$ cat config.mk
export PLATFORM = sky130hd
export DESIGN_NAME = key_debounce
export DESIGN_NICKNAME = d
export VERILOG_FILES = /design/src/rtl/key_debounce.sv
export SDC_FILE = /design/constraint.sdc
export NUM_CORES = 1
export LEC_CHECK = 0
export ABC_AREA = 1
export ABC_CLOCK_PERIOD_IN_PS = 3300
export CAP_MARGIN = 10
export CORE_UTILIZATION = 48
export DETAILED_ROUTE_END_ITERATION = 10
export DONT_BUFFER_PORTS = 1
export SLEW_MARGIN = 20
export SYNTH_ARGS = -nofsm -noshare
export SYNTH_HDL_FRONTEND = slang
export SYNTH_SLANG_ARGS = --single-unit
export TNS_END_PERCENT = 50
$ cat constraint.sdc
create_clock -name sys_clk -period 3.3 [get_ports sys_clk]
set_input_delay 0.495 -clock sys_clk [delete_from_list [all_inputs] [get_ports sys_clk]]
set_output_delay 0.495 -clock sys_clk [all_outputs]
set_load 0.05 [all_outputs]
$ cat src/rtl/key_debounce.sv
// Push-button conditioner: synchronizer chain, then a 4-state debounce FSM with press/release pulses.
// Optional build macro KEY_ACTIVE_LOW_EN: the button pulls the pin low when pressed.
module key_debounce #(
  parameter int CNT_MAX     = 999_999,
  parameter int SYNC_STAGES = 2
) (
  input  logic sys_clk,
  input  logic sys_rst,
  input  logic key_in,
  output logic key_level,
  output logic key_press,
  output logic key_release
);

  localparam int CNT_W = $clog2(CNT_MAX + 1);
  localparam logic [CNT_W-1:0] CNT_LAST = CNT_W'(CNT_MAX);

`ifdef KEY_ACTIVE_LOW_EN
  localparam logic IDLE_RAW = 1'b1;
`else
  localparam logic IDLE_RAW = 1'b0;
`endif

  typedef enum logic [1:0] {
    STABLE_LO,
    WAIT_HI,
    STABLE_HI,
    WAIT_LO
  } state_t;

  logic [SYNC_STAGES-1:0] sync_q, sync_d;
  logic                   key_s;
  state_t                 state_q, state_d;
  logic [CNT_W-1:0]       cnt_q, cnt_d;
  logic                   level_q, level_d;
  logic                   press_q, press_d;
  logic                   release_q, release_d;

  // The chain idles at the released pin level, so a button held through reset
  // still has to propagate the full chain depth before the FSM sees it.
  always_comb begin
    sync_d = {sync_q[SYNC_STAGES-2:0], key_in};
  end

  // Pressed = pin differs from its idle level; identical to inverting at the input.
  assign key_s = sync_q[SYNC_STAGES-1] ^ IDLE_RAW;

  always_comb begin
    state_d   = state_q;
    cnt_d     = cnt_q;
    level_d   = level_q;
    press_d   = 1'b0;
    release_d = 1'b0;
    case (state_q)
      STABLE_LO: begin
        if (key_s) begin
          state_d = WAIT_HI;
          cnt_d   = '0;
        end
      end
      WAIT_HI: begin
        if (!key_s) begin
          state_d = STABLE_LO;
          cnt_d   = '0;
        end else if (cnt_q >= CNT_LAST) begin
          state_d = STABLE_HI;
          level_d = 1'b1;
          press_d = 1'b1;
          cnt_d   = '0;
        end else begin
          cnt_d = cnt_q + 1'b1;
        end
      end
      STABLE_HI: begin
        if (!key_s) begin
          state_d = WAIT_LO;
          cnt_d   = '0;
        end
      end
      WAIT_LO: begin
        if (key_s) begin
          state_d = STABLE_HI;
          cnt_d   = '0;
        end else if (cnt_q >= CNT_LAST) begin
          state_d   = STABLE_LO;
          level_d   = 1'b0;
          release_d = 1'b1;
          cnt_d     = '0;
        end else begin
          cnt_d = cnt_q + 1'b1;
        end
      end
      default: begin
        state_d = STABLE_LO;
        cnt_d   = '0;
      end
    endcase
  end

  always_ff @(posedge sys_clk or posedge sys_rst) begin
    if (sys_rst) begin
      sync_q    <= {SYNC_STAGES{IDLE_RAW}};
      state_q   <= STABLE_LO;
      cnt_q     <= '0;
      level_q   <= 1'b0;
      press_q   <= 1'b0;
      release_q <= 1'b0;
    end else begin
      sync_q    <= sync_d;
      state_q   <= state_d;
      cnt_q     <= cnt_d;
      level_q   <= level_d;
      press_q   <= press_d;
      release_q <= release_d;
    end
  end

  assign key_level   = level_q;
  assign key_press   = press_q;
  assign key_release = release_q;

endmodule

# Yosys cells after proc, flatten, opt, wreduce, memory -nomap -nowiden
# Cells that the tools add are included.
[op_classes]
addsub = 1
n_reduce_logical = 5
n_lt_le_gt_ge = 1
n_mux = 23
n_eq_ne = 11
[op_table]
columns = ["cell", "n"]
rows = [
  ["two-way mux 20 bit", 5],
  ["one-hot mux 20 bit (4 select lines)", 1],
  ["adder 20 x 1 -> 20 bit (second input constant)", 1],
  [">= comparator 20 bit (second input constant)", 1],
  ["two-way mux 2 bit", 6],
  ["!= test 2 bit (second input constant)", 6],
  ["two-way mux 1 bit", 9],
  ["one-hot mux 2 bit (4 select lines)", 1],
  ["!= test 3 bit (second input constant)", 2],
  ["AND reduction 5 bit", 1],
  ["equality test 2 bit (second input constant)", 2],
  ["AND reduction 4 bit", 1],
  ["equality test 2 x 1 -> 1 bit (second input constant)", 1],
  ["zero test 2 bit", 1],
  ["one-hot mux 1 bit (2 select lines)", 1],
  ["AND reduction 2 bit", 1],
  ["nonzero test 2 bit", 1],
]
[totals]
wordCells = 47
out_inout_bits = 3
register_bits = 27
inputBits = 3

# Longest topological paths before layout
[depth]
ltp_word = 4
mapped_depth = 10
ltp_nobuf = 10

# Least setup slack after synthesis
# Ideal clock, no wire load.
[synth_path]
path_type = "register -> register"
startpoint = "register cnt_q[0]"
endpoint = "register cnt_q[4]"
setup_ns = 0.131
n_path_buf = 1
t_required_ns = 3.169
setup_slack_ns = 1.876
path_stages_with_launch = 8
t_arrival_ns = 1.293
period_less_slack_ns = 1.424
cell_sequence = "dfrtp_1 > ha_1 > nand2_1 > nor2_1 > nand3_2 > nand3_4 > buf_12 > o22ai_2"
[synth_via]
elab_chain_cells = 4
word_cells_on_any_way = 6
cone_classes = "add/sub (1); order compare (1); mux (4)"
[synth_lines]
columns = ["item", "line", "source"]
rows = [
  ["start, declared", "34", "logic [CNT_W-1:0] cnt_q, cnt_d;"],
  ["start signal, assigned", "111", "cnt_q <= cnt_d;"],
  ["adder 20 x 1 -> 20 bit / >= comparator 20 bit (equally long branches)", "--", ""],
  ["two-way mux 20 bit (*)", "65, 84", ""],
  ["two-way mux 20 bit (on tied branches)", "81, 62", ""],
  ["one-hot mux 20 bit (4 select lines) (*)", "54", "case (state_q)"],
]
# Every way passes the cells marked *; elsewhere a longest branch is shown, timed or not.
# A chain may end at the register's enable or synchronous reset.

==> run_summary.xml <==
<?xml version="1.0" encoding="UTF-8"?>
<metrics>
  <group name="routing">
    <metric name="routed.top_layer" unit="">met4</metric>
    <metric name="wl_met1" unit="um">1500</metric>
    <metric name="dr.pass1.iters" unit="">4</metric>
    <metric name="dr_wl_met3" unit="um">52</metric>
    <metric name="antenna_violating_nets_left" unit="">0</metric>
    <metric name="drt-wirelength-per-cell" unit="um">12.9</metric>
    <metric name="vias" unit="">1226</metric>
    <metric name="route.detailed.vias_per_inst" unit="">5.11</metric>
    <metric name="drc" unit="">0</metric>
    <metric name="post_route_wl" unit="um">3090</metric>
    <metric name="met2_wirelength" unit="um">1510</metric>
    <metric name="dr.first_iter.drc_count" unit="">58</metric>
  </group>
  <group name="clocking">
    <metric name="hold_buffers" unit="">0</metric>
    <metric name="clk_pin_slew_worst_paths" unit="ns">0.16</metric>
    <metric name="cts_tree" unit="">done</metric>
    <metric name="ctsLongestPathBuffers" unit="">2</metric>
    <metric name="htree_levels" unit="">1</metric>
    <metric name="clkSinkCount" unit="">27</metric>
    <metric name="cts_resized" unit="">0</metric>
    <metric name="post-cts-setup-buffers" unit="">0</metric>
    <metric name="clock-root-buffer" unit="">sky130_fd_sc_hd__clkbuf_4</metric>
    <metric name="tritoncts.num_buffers" unit="">3</metric>
    <metric name="worstSkewPairLatency" unit="ns">0.34</metric>
  </group>
  <group name="critical_path">
    <metric name="path_max_fanout" unit="">19</metric>
    <metric name="cp_slowest_stage_delay" unit="ns">0.42</metric>
    <metric name="setup.worst_path.class" unit="">reg -&gt; reg</metric>
    <metric name="setup.worst_path.end_class" unit="">flop</metric>
    <metric name="startpoint_type" unit="">flop</metric>
    <metric name="crit_path_cell_trace" unit="">ha_1 &gt; nand2_1 &gt; nor2_1 &gt; nand3_2 &gt; nand3_4 &gt; nand2_1 &gt; nand2_1 &gt; nand2_1</metric>
    <metric name="critPathRequiredTime" unit="ns">3.56</metric>
    <metric name="slowest_stage" unit="">sky130_fd_sc_hd__dfrtp_1</metric>
    <metric name="critical-path-top-cell-by-count" unit="">sky130_fd_sc_hd__nand2_1</metric>
    <metric name="timing.critical_path.arrival" unit="ns">1.91</metric>
  </group>
  <group name="sta">
    <metric name="finalCritPeriodShare" unit="">0.502</metric>
    <metric name="min_period" unit="ns">1.66</metric>
    <metric name="clock_skew" unit="ns">0.0130</metric>
    <metric name="slew-limit-headroom" unit="">0.590</metric>
    <metric name="slew_viol_final" unit="">0</metric>
    <metric name="timing.final.hold_violations" unit="">0</metric>
    <metric name="fin_tns_setup" unit="ns">0</metric>
    <metric name="final-setup-viol-count" unit="">0</metric>
    <metric name="rsz_0062_raised_after_global_routing" unit="">false</metric>
    <metric name="worst_pin_slew" unit="ns">0.615</metric>
    <metric name="clock.fmax" unit="MHz">603</metric>
  </group>
  <group name="synthesis">
    <metric name="synth_sequential_area_ratio" unit="">0.418</metric>
    <metric name="number_of_synthesized_flops_with_an_enable_pin" unit="">0</metric>
    <metric name="netlist_top_cells_count" unit="">48 x sky130_fd_sc_hd__nand2_1, 27 x sky130_fd_sc_hd__dfrtp_1, 26 x sky130_fd_sc_hd__inv_1</metric>
    <metric name="synth_flop_cell" unit="">sky130_fd_sc_hd__dfrtp_1</metric>
    <metric name="ys_seq_elements" unit="">27</metric>
    <metric name="synth_fp_nets" unit="">198</metric>
    <metric name="synthDominantAreaCellType" unit="">sky130_fd_sc_hd__dfrtp_1</metric>
    <metric name="synth_top_area_frac" unit="">0.418</metric>
    <metric name="yosysWarningCount" unit="">0</metric>
    <metric name="synthMostInstantiatedCell" unit="">sky130_fd_sc_hd__nand2_1</metric>
    <metric name="netlist_instances" unit="">194</metric>
    <metric name="synth_top_cells_by_area" unit="">sky130_fd_sc_hd__dfrtp_1 42%, sky130_fd_sc_hd__nand2_1 11%, sky130_fd_sc_hd__o22ai_2 7.7%</metric>
    <metric name="ys_async_sr_fraction" unit="">1.00</metric>
    <metric name="mappedNetlistArea" unit="sq um">1620</metric>
    <metric name="yosysUniqueCellTypes" unit="">31</metric>
    <metric name="synth_area_per_cell" unit="sq um">8.33</metric>
  </group>
  <group name="pwr">
    <metric name="vdd_drop_max" unit="uV">327</metric>
    <metric name="power_leakage" unit="nW">0.694</metric>
    <metric name="p_total" unit="uW">736</metric>
    <metric name="power_density" unit="nW/um^2">440</metric>
  </group>
  <group name="job">
    <metric name="max_cap_violations" unit="">0</metric>
  </group>
  <group name="cells_and_area">
    <metric name="final_net_count" unit="">201</metric>
    <metric name="num_antenna_cells" unit="">0</metric>
    <metric name="syn_to_final_growth" unit="%">3.56</metric>
    <metric name="layout.cell_area.non_filler" unit="sq um">1670</metric>
    <metric name="fill_cells" unit="">320</metric>
    <metric name="drive_gt1_frac" unit="">0.179</metric>
  </group>
  <group name="hold_path">
    <metric name="worstHoldPathType" unit="">in -&gt; async</metric>
  </group>
  <group name="placement">
    <metric name="placement.cell_area" unit="sq um">1640</metric>
    <metric name="globalplace.congestion" unit="">0.837</metric>
    <metric name="port_buffers" unit="">0</metric>
    <metric name="detailed_place_hpwl" unit="um">2290</metric>
  </group>
  <group name="floorplanning">
    <metric name="floorplan.initialDensity" unit="">0.516</metric>
    <metric name="rows" unit="">20</metric>
    <metric name="fp.coreArea" unit="sq um">3130</metric>
    <metric name="die_h" unit="um">60.0</metric>
    <metric name="chipWidth" unit="um">60.0</metric>
    <metric name="io_pins" unit="">6</metric>
    <metric name="dieArea" unit="sq um">3600</metric>
  </group>
  <group name="global_route">
    <metric name="antenna_found_initial" unit="">0</metric>
    <metric name="number_of_global_route_vias_before_repair" unit="">1231</metric>
    <metric name="gr-total-overflow" unit="">0</metric>
    <metric name="grt_pass1_wl" unit="um">5420</metric>
    <metric name="grt_start_max_net_pins" unit="">28</metric>
    <metric name="grt_usage" unit="">0.203</metric>
  </group>
  <group name="status">
    <metric name="run_status" unit="">finished, final reports clean</metric>
  </group>
</metrics>
==> area by class of cell <==
type / instances / area (sq um) / area share
multi-input cells: 137 / 807 / 0.482
flip-flops and latches: 27 / 676 / 0.404
inverters: 28 / 105 / 0.0628
well taps: 44 / 55.1 / 0.0329
clock buffers: 3 / 22.5 / 0.0135
clock inverters: 1 / 7.51 / 0.00449
==> cell usage in the layout, fill, tap and decap left out, types with 4 or more instances in the layout <==
master                    synthesis  routed
sky130_fd_sc_hd__dfrtp_1         27      27
sky130_fd_sc_hd__nand2_1         48      48
sky130_fd_sc_hd__nor2_2           7       7
sky130_fd_sc_hd__o22ai_2         10      10
sky130_fd_sc_hd__nand3_1         13      13
sky130_fd_sc_hd__nand2_2          4       4
sky130_fd_sc_hd__xor2_1           7       7
sky130_fd_sc_hd__o21ai_0          8       8
sky130_fd_sc_hd__inv_1           26      25
sky130_fd_sc_hd__nor2_1          15      15
==> critical path, delay by kind of cell (launching register included) <==
| kind | cells | cell delay (ns) |
|---|---|---|
| flops | 1 | 0.42 |
| fa+ha+maj | 1 | 0.20 |
| simple gates | 7 | 0.93 |
==> layer usage <==
layer | up-vias | GRT usage
met5 | - | 0
met4 | 0 | 0.0698
met3 | 5 | 0.0281
met2 | 10 | 0.341
met1 | 584 | 0.265
li1 | 627 | -
==> cells by family after synthesis <==
group / after synthesis / share of synthesized area
multiplexers: 1 / 0.00620
XOR/XNOR: 8 / 0.0434
AND/OR/NAND/NOR: 99 / 0.296
AO/OA/AOI/OAI: 28 / 0.146
flip-flops: 27 / 0.418
adder cells (fa/ha/maj): 1 / 0.00774
buffers and inverters: 30 / 0.0821
==> power by group <==
part	switching (mW)	internal [mW]
Combinational	0.143	0.0549
Sequential	0.0289	0.354
Clock	0.108	0.0465
Total	0.280	0.456
==> stage by stage <==
| step | instances | setup WS (ns) | hold WS (ns) | util |
|---|---|---|---|---|
| 3_3_place_gp | 236 | 1.73 | 0.345 | 0.525 |
| 5_1_grt | 240 | 1.43 | 0.101 | 0.535 |
| 6_report | 240 | 1.64 | 0.0619 | 0.535 |
| 2_1_floorplan | 194 | 1.88 | 0.331 | - |
| 3_5_place_dp | 236 | 1.64 | 0.341 | 0.525 |
| 4_1_cts | 240 | 1.62 | 0.154 | 0.535 |
==> path summary, 6_finish.rpt <==
check	startpoint	end	slack (ns)	depth (start not counted)
max	cnt_q[1]	flop	1.64	8
min	sys_rst	sync_q[0]	0.06	1
max reg2reg	cnt_q[1]	flop	1.64	8
min reg2reg	sync_q[0]	sync_q[1]	0.37	0
max in group asynchronous	sys_rst	cnt_q[9]	2.85	1
min in group sys_clk	key_in	sync_q[0]	0.16	0
==> sequential cells by signal (all words and copies together) (netlist names), named ones only <==
name and flops:
key_release 1, state_q 1, key_level 1, key_press 1, cnt_q 20, sync_q 2
Power figures use the tool's default switching activity.
